**config.mk**
```make
export PLATFORM = sky130hd
export DESIGN_NAME = alu_issue_ctrl_flat
export DESIGN_NICKNAME = d
export VERILOG_FILES = /design/src/rtl/alu_issue_pkg.sv /design/src/rtl/alu_issue_if.sv /design/src/rtl/alu_issue_decode.sv /design/src/rtl/alu_issue_ctrl.sv /design/src/flat_wrapper.sv
export SDC_FILE = /design/constraint.sdc
export NUM_CORES = 1
export LEC_CHECK = 0
export BUFFER_PORTS_ARGS = -buffer_cell sky130_fd_sc_hd__buf_2
export CAP_MARGIN = 25
export CORE_AREA = 2 2 153 155
export CTS_CLUSTER_DIAMETER = 120
export DETAILED_ROUTE_END_ITERATION = 16
export DIE_AREA = 0 0 155 157
export PLACE_DENSITY = 0.7
export REMOVE_ABC_BUFFERS = 1
export SETUP_SLACK_MARGIN = 0.02
export SLEW_MARGIN = 25
export SYNTH_ARGS = -nofsm -noshare
export SYNTH_HDL_FRONTEND = slang
export SYNTH_HIERARCHICAL = 1
export SYNTH_SLANG_ARGS = --single-unit
```
**constraint.sdc**
```tcl
create_clock -name clk -period 2.8 [get_ports clk]
set_clock_uncertainty 0.2 [all_clocks]
set_input_delay 0.28 -clock clk [delete_from_list [all_inputs] [get_ports clk]]
set_output_delay 0.28 -clock clk [all_outputs]
set_load 0.05 [all_outputs]
```
**src/rtl/alu_issue_pkg.sv**
```systemverilog
// Purpose: shared opcodes, funct codes, ALU class codes, FSM state and decode record for the ALU issue controller.
// Latency: n/a (declarations only).
// Backpressure: n/a. Optional feature macro ALU_ISSUE_IMM_EN is consumed by alu_issue_decode.
package alu_issue_pkg;

  localparam logic [5:0] OPC_RTYPE    = 6'b000000;
  localparam logic [5:0] OPC_SPECIAL2 = 6'b011100;
  localparam logic [5:0] OPC_ADDI     = 6'b001000;
  localparam logic [5:0] OPC_ADDIU    = 6'b001001;

  localparam logic [5:0] FUNCT_SLL  = 6'b000000;
  localparam logic [5:0] FUNCT_SRL  = 6'b000010;
  localparam logic [5:0] FUNCT_SRA  = 6'b000011;
  localparam logic [5:0] FUNCT_SLLV = 6'b000100;
  localparam logic [5:0] FUNCT_SRLV = 6'b000110;
  localparam logic [5:0] FUNCT_SRAV = 6'b000111;
  localparam logic [5:0] FUNCT_MOVZ = 6'b001010;
  localparam logic [5:0] FUNCT_MOVN = 6'b001011;
  localparam logic [5:0] FUNCT_ADD  = 6'b100000;
  localparam logic [5:0] FUNCT_ADDU = 6'b100001;
  localparam logic [5:0] FUNCT_SUB  = 6'b100010;
  localparam logic [5:0] FUNCT_SUBU = 6'b100011;
  localparam logic [5:0] FUNCT_AND  = 6'b100100;
  localparam logic [5:0] FUNCT_OR   = 6'b100101;
  localparam logic [5:0] FUNCT_XOR  = 6'b100110;
  localparam logic [5:0] FUNCT_NOR  = 6'b100111;
  localparam logic [5:0] FUNCT_SLT  = 6'b101010;
  localparam logic [5:0] FUNCT_SLTU = 6'b101011;
  localparam logic [5:0] FUNCT_CLZ  = 6'b100000;
  localparam logic [5:0] FUNCT_CLO  = 6'b100001;

  localparam logic [2:0] ALU_CODE_RTYPE    = 3'b000;
  localparam logic [2:0] ALU_CODE_RSVD1    = 3'b001;
  localparam logic [2:0] ALU_CODE_RSVD2    = 3'b010;
  localparam logic [2:0] ALU_CODE_RSVD3    = 3'b011;
  localparam logic [2:0] ALU_CODE_SPECIAL2 = 3'b100;
  localparam logic [2:0] ALU_CODE_IMM      = 3'b101;

  typedef enum logic [1:0] {ST_IDLE, ST_READ, ST_EXEC, ST_WB} state_t;

  typedef enum logic {A_RS, A_RT} a_sel_t;
  typedef enum logic [1:0] {B_RT, B_RS, B_ZERO, B_IMM} b_sel_t;

  typedef struct packed {
    logic       legal;
    logic [2:0] alu_code;
    logic [5:0] alu_operation;
    a_sel_t     a_sel;
    b_sel_t     b_sel;
    logic [4:0] dest;
    logic       is_movz;
    logic       is_movn;
  } dec_t;

endpackage

```
**src/rtl/alu_issue_if.sv**
```systemverilog
// Purpose: bundles the fetch, register-file read, ALU and writeback signals of the ALU issue controller.
// Latency: n/a (wiring only).
// Backpressure: instr_valid/instr_ready on the fetch side, wb_valid/wb_ready on the writeback side.
// Modports: ctrl = the controller (alu_issue_ctrl), env = fetch/regfile/ALU/writeback surroundings.
interface alu_issue_if #(
  parameter int DATA_W = 32,
  parameter int REG_AW = 5,
  parameter int CNT_W  = 16
);
  logic              instr_valid;
  logic [31:0]       instr;
  logic              instr_ready;
  logic [REG_AW-1:0] rs_addr;
  logic [REG_AW-1:0] rt_addr;
  logic [DATA_W-1:0] rs_data;
  logic [DATA_W-1:0] rt_data;
  logic [DATA_W-1:0] alu_a;
  logic [DATA_W-1:0] alu_b;
  logic [5:0]        alu_operation;
  logic [2:0]        alu_code;
  logic [DATA_W-1:0] alu_result;
  logic              alu_zero;
  logic              wb_valid;
  logic [REG_AW-1:0] wb_addr;
  logic [DATA_W-1:0] wb_data;
  logic              wb_ready;
  logic              illegal;
  logic [CNT_W-1:0]  retired;

  modport ctrl (
    input  instr_valid, instr, rs_data, rt_data, alu_result, alu_zero, wb_ready,
    output instr_ready, rs_addr, rt_addr, alu_a, alu_b, alu_operation, alu_code,
           wb_valid, wb_addr, wb_data, illegal, retired
  );

  modport env (
    output instr_valid, instr, rs_data, rt_data, alu_result, alu_zero, wb_ready,
    input  instr_ready, rs_addr, rt_addr, alu_a, alu_b, alu_operation, alu_code,
           wb_valid, wb_addr, wb_data, illegal, retired
  );
endinterface

```
**src/rtl/alu_issue_decode.sv**
```systemverilog
// Purpose: combinational MIPS decode of one instruction word into ALU class/function, operand selects and destination.
// Latency: 0 cycles (pure combinational).
// Backpressure: none; the caller samples the result on its accept edge.
// Ports: instr (32-bit word) in, dec (dec_t record) out. Macro ALU_ISSUE_IMM_EN adds ADDI/ADDIU.
module alu_issue_decode
  import alu_issue_pkg::*;
(
  input  logic [31:0] instr,
  output dec_t        dec
);

  logic [5:0] opc;
  logic [5:0] funct;

  assign opc   = instr[31:26];
  assign funct = instr[5:0];

  // shamt is never used: shifts are issued with b=0 and the ALU reads shamt itself if it cares
  logic unused_ok;
  assign unused_ok = ^instr[10:6];

  always_comb begin
    dec               = '0;
    dec.a_sel         = A_RS;
    dec.b_sel         = B_RT;
    dec.alu_operation = funct;
    dec.dest          = instr[15:11];
    case (opc)
      OPC_RTYPE: begin
        dec.alu_code = ALU_CODE_RTYPE;
        case (funct)
          FUNCT_SLL, FUNCT_SRL, FUNCT_SRA: begin
            dec.legal = 1'b1;
            dec.a_sel = A_RT;
            dec.b_sel = B_ZERO;
          end
          FUNCT_SLLV, FUNCT_SRLV, FUNCT_SRAV: begin
            dec.legal = 1'b1;
            dec.a_sel = A_RT;
            dec.b_sel = B_RS;
          end
          FUNCT_MOVZ: begin
            dec.legal   = 1'b1;
            dec.is_movz = 1'b1;
          end
          FUNCT_MOVN: begin
            dec.legal   = 1'b1;
            dec.is_movn = 1'b1;
          end
          FUNCT_ADD, FUNCT_ADDU, FUNCT_SUB, FUNCT_SUBU,
          FUNCT_AND, FUNCT_OR, FUNCT_XOR, FUNCT_NOR,
          FUNCT_SLT, FUNCT_SLTU: begin
            dec.legal = 1'b1;
          end
          default: dec.legal = 1'b0;
        endcase
      end
      OPC_SPECIAL2: begin
        if (funct == FUNCT_CLZ || funct == FUNCT_CLO) begin
          dec.legal    = 1'b1;
          dec.alu_code = ALU_CODE_SPECIAL2;
          dec.b_sel    = B_ZERO;
        end
      end
`ifdef ALU_ISSUE_IMM_EN
      OPC_ADDI, OPC_ADDIU: begin
        // no funct field here, so the opcode doubles as the function code
        dec.legal         = 1'b1;
        dec.alu_code      = ALU_CODE_IMM;
        dec.alu_operation = opc;
        dec.b_sel         = B_IMM;
        dec.dest          = instr[20:16];
      end
`endif
      default: dec.legal = 1'b0;
    endcase
  end

endmodule

```
**src/rtl/alu_issue_ctrl.sv**
```systemverilog
// Purpose: issues one MIPS ALU instruction at a time: regfile read, ALU drive, result capture, writeback offer.
// Latency: accept to wb_valid 3+ALU_WAIT cycles; one instruction per 4+ALU_WAIT cycles with wb_ready high.
// Backpressure: instr_ready only in IDLE; WB holds wb_valid/wb_addr/wb_data until wb_ready.
// Ports: clk, rst_n (async active-low), bus (alu_issue_if.ctrl). Macro ALU_ISSUE_IMM_EN enables ADDI/ADDIU decode.
module alu_issue_ctrl
  import alu_issue_pkg::*;
#(
  parameter int DATA_W   = 32,
  parameter int REG_AW   = 5,
  parameter int ALU_WAIT = 0,
  parameter int CNT_W    = 16
) (
  input  logic      clk,
  input  logic      rst_n,
  alu_issue_if.ctrl bus
);

  localparam int WAIT_W = 4;

  dec_t dec;

  alu_issue_decode u_decode (
    .instr (bus.instr),
    .dec   (dec)
  );

  state_t            state_q, state_d;
  logic              instr_ready_q, instr_ready_d;
  logic              illegal_q, illegal_d;
  logic [REG_AW-1:0] rs_addr_q, rs_addr_d;
  logic [REG_AW-1:0] rt_addr_q, rt_addr_d;
  logic [REG_AW-1:0] dest_q, dest_d;
  a_sel_t            a_sel_q, a_sel_d;
  b_sel_t            b_sel_q, b_sel_d;
  logic [DATA_W-1:0] imm_q, imm_d;
  logic              is_movz_q, is_movz_d;
  logic              is_movn_q, is_movn_d;
  logic              rt_zero_q, rt_zero_d;
  logic [DATA_W-1:0] alu_a_q, alu_a_d;
  logic [DATA_W-1:0] alu_b_q, alu_b_d;
  logic [5:0]        alu_operation_q, alu_operation_d;
  logic [2:0]        alu_code_q, alu_code_d;
  logic [WAIT_W-1:0] cnt_q, cnt_d;
  logic              wb_valid_q, wb_valid_d;
  logic [REG_AW-1:0] wb_addr_q, wb_addr_d;
  logic [DATA_W-1:0] wb_data_q, wb_data_d;
  logic              zero_q, zero_d;
  logic [CNT_W-1:0]  retired_q, retired_d;

  // the zero flag is captured alongside the result but nothing downstream consumes it
  logic unused_ok;
  assign unused_ok = zero_q;

  always_comb begin
    state_d         = state_q;
    instr_ready_d   = instr_ready_q;
    illegal_d       = 1'b0;
    rs_addr_d       = rs_addr_q;
    rt_addr_d       = rt_addr_q;
    dest_d          = dest_q;
    a_sel_d         = a_sel_q;
    b_sel_d         = b_sel_q;
    imm_d           = imm_q;
    is_movz_d       = is_movz_q;
    is_movn_d       = is_movn_q;
    rt_zero_d       = rt_zero_q;
    alu_a_d         = alu_a_q;
    alu_b_d         = alu_b_q;
    alu_operation_d = alu_operation_q;
    alu_code_d      = alu_code_q;
    cnt_d           = cnt_q;
    wb_valid_d      = wb_valid_q;
    wb_addr_d       = wb_addr_q;
    wb_data_d       = wb_data_q;
    zero_d          = zero_q;
    retired_d       = retired_q;

    case (state_q)
      ST_IDLE: begin
        if (bus.instr_valid && instr_ready_q) begin
          if (dec.legal) begin
            state_d         = ST_READ;
            instr_ready_d   = 1'b0;
            rs_addr_d       = REG_AW'(bus.instr[25:21]);
            rt_addr_d       = REG_AW'(bus.instr[20:16]);
            dest_d          = REG_AW'(dec.dest);
            a_sel_d         = dec.a_sel;
            b_sel_d         = dec.b_sel;
            imm_d           = {{(DATA_W-16){bus.instr[15]}}, bus.instr[15:0]};
            is_movz_d       = dec.is_movz;
            is_movn_d       = dec.is_movn;
            alu_operation_d = dec.alu_operation;
            alu_code_d      = dec.alu_code;
          end else begin
            // dropped: stay ready, flag it for one cycle
            illegal_d = 1'b1;
          end
        end
      end
      ST_READ: begin
        alu_a_d = (a_sel_q == A_RT) ? bus.rt_data : bus.rs_data;
        case (b_sel_q)
          B_RS:    alu_b_d = bus.rs_data;
          B_ZERO:  alu_b_d = '0;
          B_IMM:   alu_b_d = imm_q;
          default: alu_b_d = bus.rt_data;
        endcase
        rt_zero_d = (bus.rt_data == '0);
        cnt_d     = WAIT_W'(ALU_WAIT);
        state_d   = ST_EXEC;
      end
      ST_EXEC: begin
        if (cnt_q != '0) begin
          cnt_d = cnt_q - 1'b1;
        end else begin
          wb_data_d = bus.alu_result;
          zero_d    = bus.alu_zero;
          if ((is_movz_q && !rt_zero_q) || (is_movn_q && rt_zero_q)) begin
            // conditional move not taken: retire without a writeback
            state_d       = ST_IDLE;
            instr_ready_d = 1'b1;
            retired_d     = retired_q + 1'b1;
          end else begin
            state_d    = ST_WB;
            wb_valid_d = 1'b1;
            wb_addr_d  = dest_q;
          end
        end
      end
      ST_WB: begin
        if (bus.wb_ready) begin
          state_d       = ST_IDLE;
          wb_valid_d    = 1'b0;
          instr_ready_d = 1'b1;
          retired_d     = retired_q + 1'b1;
        end
      end
      default: begin
        state_d       = ST_IDLE;
        instr_ready_d = 1'b1;
        wb_valid_d    = 1'b0;
      end
    endcase
  end

  always_ff @(posedge clk or negedge rst_n) begin
    if (!rst_n) begin
      state_q         <= ST_IDLE;
      instr_ready_q   <= 1'b1;
      illegal_q       <= 1'b0;
      rs_addr_q       <= '0;
      rt_addr_q       <= '0;
      dest_q          <= '0;
      a_sel_q         <= A_RS;
      b_sel_q         <= B_RT;
      imm_q           <= '0;
      is_movz_q       <= 1'b0;
      is_movn_q       <= 1'b0;
      rt_zero_q       <= 1'b0;
      alu_a_q         <= '0;
      alu_b_q         <= '0;
      alu_operation_q <= '0;
      alu_code_q      <= '0;
      cnt_q           <= '0;
      wb_valid_q      <= 1'b0;
      wb_addr_q       <= '0;
      wb_data_q       <= '0;
      zero_q          <= 1'b0;
      retired_q       <= '0;
    end else begin
      state_q         <= state_d;
      instr_ready_q   <= instr_ready_d;
      illegal_q       <= illegal_d;
      rs_addr_q       <= rs_addr_d;
      rt_addr_q       <= rt_addr_d;
      dest_q          <= dest_d;
      a_sel_q         <= a_sel_d;
      b_sel_q         <= b_sel_d;
      imm_q           <= imm_d;
      is_movz_q       <= is_movz_d;
      is_movn_q       <= is_movn_d;
      rt_zero_q       <= rt_zero_d;
      alu_a_q         <= alu_a_d;
      alu_b_q         <= alu_b_d;
      alu_operation_q <= alu_operation_d;
      alu_code_q      <= alu_code_d;
      cnt_q           <= cnt_d;
      wb_valid_q      <= wb_valid_d;
      wb_addr_q       <= wb_addr_d;
      wb_data_q       <= wb_data_d;
      zero_q          <= zero_d;
      retired_q       <= retired_d;
    end
  end

  assign bus.instr_ready   = instr_ready_q;
  assign bus.illegal       = illegal_q;
  assign bus.rs_addr       = rs_addr_q;
  assign bus.rt_addr       = rt_addr_q;
  assign bus.alu_a         = alu_a_q;
  assign bus.alu_b         = alu_b_q;
  assign bus.alu_operation = alu_operation_q;
  assign bus.alu_code      = alu_code_q;
  assign bus.wb_valid      = wb_valid_q;
  assign bus.wb_addr       = wb_addr_q;
  assign bus.wb_data       = wb_data_q;
  assign bus.retired       = retired_q;

endmodule

```
**src/flat_wrapper.sv**
```systemverilog
// flat-port wrapper written by rule: the top's interface ports become plain ports
module alu_issue_ctrl_flat import alu_issue_pkg::*;
#(
  parameter int DATA_W   = 32,
  parameter int REG_AW   = 5,
  parameter int ALU_WAIT = 0,
  parameter int CNT_W    = 16
)
  (clk, rst_n, bus_instr_valid, bus_instr, bus_rs_data, bus_rt_data, bus_alu_result, bus_alu_zero, bus_wb_ready, bus_instr_ready, bus_rs_addr, bus_rt_addr, bus_alu_a, bus_alu_b, bus_alu_operation, bus_alu_code, bus_wb_valid, bus_wb_addr, bus_wb_data, bus_illegal, bus_retired);
  alu_issue_if #(.DATA_W(DATA_W), .REG_AW(REG_AW), .CNT_W(CNT_W)) bus_i ();
  input  logic clk;
  input  logic rst_n;
  input wire logic [$bits(bus_i.instr_valid)-1:0] bus_instr_valid;
  input wire logic [$bits(bus_i.instr)-1:0] bus_instr;
  input wire logic [$bits(bus_i.rs_data)-1:0] bus_rs_data;
  input wire logic [$bits(bus_i.rt_data)-1:0] bus_rt_data;
  input wire logic [$bits(bus_i.alu_result)-1:0] bus_alu_result;
  input wire logic [$bits(bus_i.alu_zero)-1:0] bus_alu_zero;
  input wire logic [$bits(bus_i.wb_ready)-1:0] bus_wb_ready;
  output wire logic [$bits(bus_i.instr_ready)-1:0] bus_instr_ready;
  output wire logic [$bits(bus_i.rs_addr)-1:0] bus_rs_addr;
  output wire logic [$bits(bus_i.rt_addr)-1:0] bus_rt_addr;
  output wire logic [$bits(bus_i.alu_a)-1:0] bus_alu_a;
  output wire logic [$bits(bus_i.alu_b)-1:0] bus_alu_b;
  output wire logic [$bits(bus_i.alu_operation)-1:0] bus_alu_operation;
  output wire logic [$bits(bus_i.alu_code)-1:0] bus_alu_code;
  output wire logic [$bits(bus_i.wb_valid)-1:0] bus_wb_valid;
  output wire logic [$bits(bus_i.wb_addr)-1:0] bus_wb_addr;
  output wire logic [$bits(bus_i.wb_data)-1:0] bus_wb_data;
  output wire logic [$bits(bus_i.illegal)-1:0] bus_illegal;
  output wire logic [$bits(bus_i.retired)-1:0] bus_retired;
  assign bus_i.instr_valid = bus_instr_valid;
  assign bus_i.instr = bus_instr;
  assign bus_i.rs_data = bus_rs_data;
  assign bus_i.rt_data = bus_rt_data;
  assign bus_i.alu_result = bus_alu_result;
  assign bus_i.alu_zero = bus_alu_zero;
  assign bus_i.wb_ready = bus_wb_ready;
  assign bus_instr_ready = bus_i.instr_ready;
  assign bus_rs_addr = bus_i.rs_addr;
  assign bus_rt_addr = bus_i.rt_addr;
  assign bus_alu_a = bus_i.alu_a;
  assign bus_alu_b = bus_i.alu_b;
  assign bus_alu_operation = bus_i.alu_operation;
  assign bus_alu_code = bus_i.alu_code;
  assign bus_wb_valid = bus_i.wb_valid;
  assign bus_wb_addr = bus_i.wb_addr;
  assign bus_wb_data = bus_i.wb_data;
  assign bus_illegal = bus_i.illegal;
  assign bus_retired = bus_i.retired;
  alu_issue_ctrl #(.DATA_W(DATA_W), .REG_AW(REG_AW), .ALU_WAIT(ALU_WAIT), .CNT_W(CNT_W)) u_core (.clk(clk), .rst_n(rst_n), .bus(bus_i));
endmodule
```
==> results by group <==
STA
  • Worst setup margin: 0.3375 ns
  • RSZ-0062 raised after global routing: false
  • Slew margin rel.: 49.75%
  • Hold Fails Final Rpt: 0
  • Final max-slew violation count: 0
  • Worst slew pin tran: 0.7519 ns
  • Max Fclk: 406.1 MHz
  • Final period util: 87.95%
  • Tmin final: 2.463 ns
  • Final setup vio count: 0

Pwr
  • Power per Cell Area: 1053 nW/um2
  • Pleak: 5.379 nW
  • Maximum VDD drop: 0.6943 mV

Synthesis
  • FF+latch count, synth: 172
  • Most common flop cell mapped by yosys: dfrtp_1
  • Post-synth top area share: 54.90%
  • Sequential share of the synthesized area: 55.24%
  • Warning count from the yosys run: 6
  • Syn Inst Count: 664
  • Yosys cell types: 49
  • Async SR Flop Fraction: 100.0%
  • Average cell area after synthesis: 11.74 um2
  • Post-synth EDFFs: 0
  • Largest cells by area after synthesis: dfrtp_1 (55%), mux2_2 (11%), mux2i_1 (8.3%)
  • Yosys top cell by area: dfrtp_1
  • Most frequent cell after synthesis: dfrtp_1
  • Cell types with the highest counts after synthesis: dfrtp_1 (171), mux2_2 (79), mux2i_1 (65), nand2_1 (65), o21ai_0 (51)
  • Post-Syn Area: 7794 um2

Worst setup path
  • FF-to-FF End: u_core/bus.alu_a[10]
  • Setup crit start: bus_instr[4]
  • Critical path arrival: 2.57 ns
  • CP startpoint kind: input port
  • Worst R2R Setup Slack: 0.47 ns
  • WS Path Type: input port to flip-flop
  • Max FO, Critical Path: 42
  • R2r startpoint: u_core/a_sel_q
  • Setup crit end: u_core/dest_q[3]
  • Worst EP required: 2.90 ns
  • FF-to-FF path depth: 4
  • Critical path capture point type: flip-flop

Detailed routing
  • Post-DRT Antenna Nets: 0
  • Total wire length: 22340 um
  • Routed WL per cell: 16.86 um
  • Vias: 6371
  • DRC: 0
  • Vias per cell: 4.808
  • Initial DRC Count: 321
  • 1st-pass router iterations: 6

Clock tree
  • H-tree depth: 4
  • Clock sink count: 172
  • Post_cts resized: 0
  • Clock Path Buffers: 2
  • CTS tree: built
  • Clk Latency, worst-skew pair: 0.42 ns
  • CTS Buf Count: 17
  • Clock root cell: clkbuf_16
  • Clock Pin Slew Worst Setup and Hold Paths: 0.07 ns

Layout
  • Final Util: 49.34%
  • Nets: 1161
  • P&R area growth vs syn: 42.45%
  • Layout cells sized above 1: 40.13%

Hold path
  • HP Class: input port to flip-flop

Placement
  • Quantity of I/O buffers inserted on ports: 270
  • Placed wire-length estimate: 14710 um
  • Routability cong.: 0.8021
  • Dpl ws: 0.4558 ns

Die
  • Row cnt: 55
  • Die Width: 155 um
  • Initial core utilization: 34.63%
  • Core area: 22500 um2
  • Die area: 24340 um2
  • Die height: 157 um
  • Top Ports: 272

Global route
  • Largest net degree at the start of global routing: 73
  • Vias in the first global route: 6527
  • Initial antenna violation count: 0
  • Total gr overflow: 0
  • Global-route wire length before repair: 34390 um
  • GRT Total Usage: 18.04%

Job
  • Maxcap violations: 0

Run status
  • Status: finished, final reports clean
where the power goes:
part / switching (mW) / internal (mW) / total (mW)
clock network: 1.10 / 1.38 / 2.48
registers: 0.489 / 3.28 / 3.77
logic: 3.99 / 1.45 / 5.44
total: 5.57 / 6.11 / 11.7
worst max-delay path: stages:
cell	delay, ns
dlygate4sd3_1	0.53
buf_2	0.15
or4_4	0.56
a21oi_1	0.19
nand4_1	0.14
buf_4	0.34
mux2_2	0.35
per-layer routing:
| layer | vias up | part of all wire (%) | track usage (%) |
|---|---|---|---|
| met1 | 3110 | 44 | 22.50 |
| met5 | - | 0 | 0 |
| met4 | 0 | 1.7 | 5.688 |
| li1 | 3046 | - | - |
| met3 | 26 | 4.3 | 3.772 |
| met2 | 189 | 50 | 31.45 |
final cells by class:
class,count,area (um2)
Multi-Input combinational cell,434,3194
Clock buffer,18,439.2
Antenna cell,1,2.502
Timing Repair Buffer,395,2604
Clock inverter,14,175.2
Fill cell,2024,11400
Inverter,6,22.52
Tap cell,285,356.6
Sequential cell,172,4308
cell usage in the layout (no fill, tap or decap), drive strengths merged, types with 18 or more instances in the layout:
cell         count
a21oi           20
buf            287
clkbuf          18
dfrtp          171
dlygate4sd3    108
mux2            84
mux2i           65
nand2           66
nor2            40
o21ai           54
cells by family after synthesis:
group,Yosys count,share of synthesized area (%)
flops,172,55.24
fa+ha+maj,2,0.3210
buf+inv,59,3.949
mux,149,20.73
compound gates,100,7.577
xor+xnor,15,1.686
other cells,1,0.04812
simple gates,166,10.45
timing repair:
item	CTS	global route
endpoints found under the hold margin	147	1
buffers inserted	0	0
hold buffers	107	1
how the worst min path moves through the flow:
stage	start	endpoint	slack [ns]	depth (start not counted)
floorplan	rst_n	u_core/a_sel_q	-0.22	0
global placement	rst_n	u_core/bus.wb_data[6]	0.10	1
detailed placement	rst_n	u_core/bus.wb_data[6]	0.11	1
CTS	bus_rt_data[19]	u_core/bus.alu_a[19]	0.001	3
global route	bus_rs_data[8]	u_core/bus.alu_a[8]	0.006	3
finish	bus_rt_data[19]	u_core/bus.alu_a[19]	0.01	3
metrics by stage:
| stage | hold WS [ns] | setup TNS (ns) | area, um2 | power [mW] | std cells |
|---|---|---|---|---|---|
| 2_1_floorplan | -0.2156 | -25.76 | 7512 | 7.654 | 612 |
| 3_3_place_gp | 0.1040 | 0 | 9404 | 9.031 | 1184 |
| 3_5_place_dp | 0.1074 | 0 | 9404 | 9.127 | 1184 |
| 4_1_cts | 0.001225 | 0 | 11090 | 11.75 | 1323 |
| 5_1_grt | 0.006034 | 0 | 11100 | 12.25 | 1324 |
| 6_report | 0.01398 | 0 | 11100 | 11.69 | 1325 |
sequential cells by signal, summed over array words and instances, names as in the netlist, 5 cells and up:
register / flops
u_core/bus.alu_b: 32
u_core/bus.retired: 16
u_core/imm_q: 16
u_core/bus.wb_addr: 5
u_core/dest_q: 5
u_core/bus.alu_a: 32
u_core/bus.wb_data: 32
u_core/bus.rt_addr: 5
u_core/bus.rs_addr: 5
u_core/bus.alu_operation: 6
Note: power is estimated with default switching activity, not from simulation.
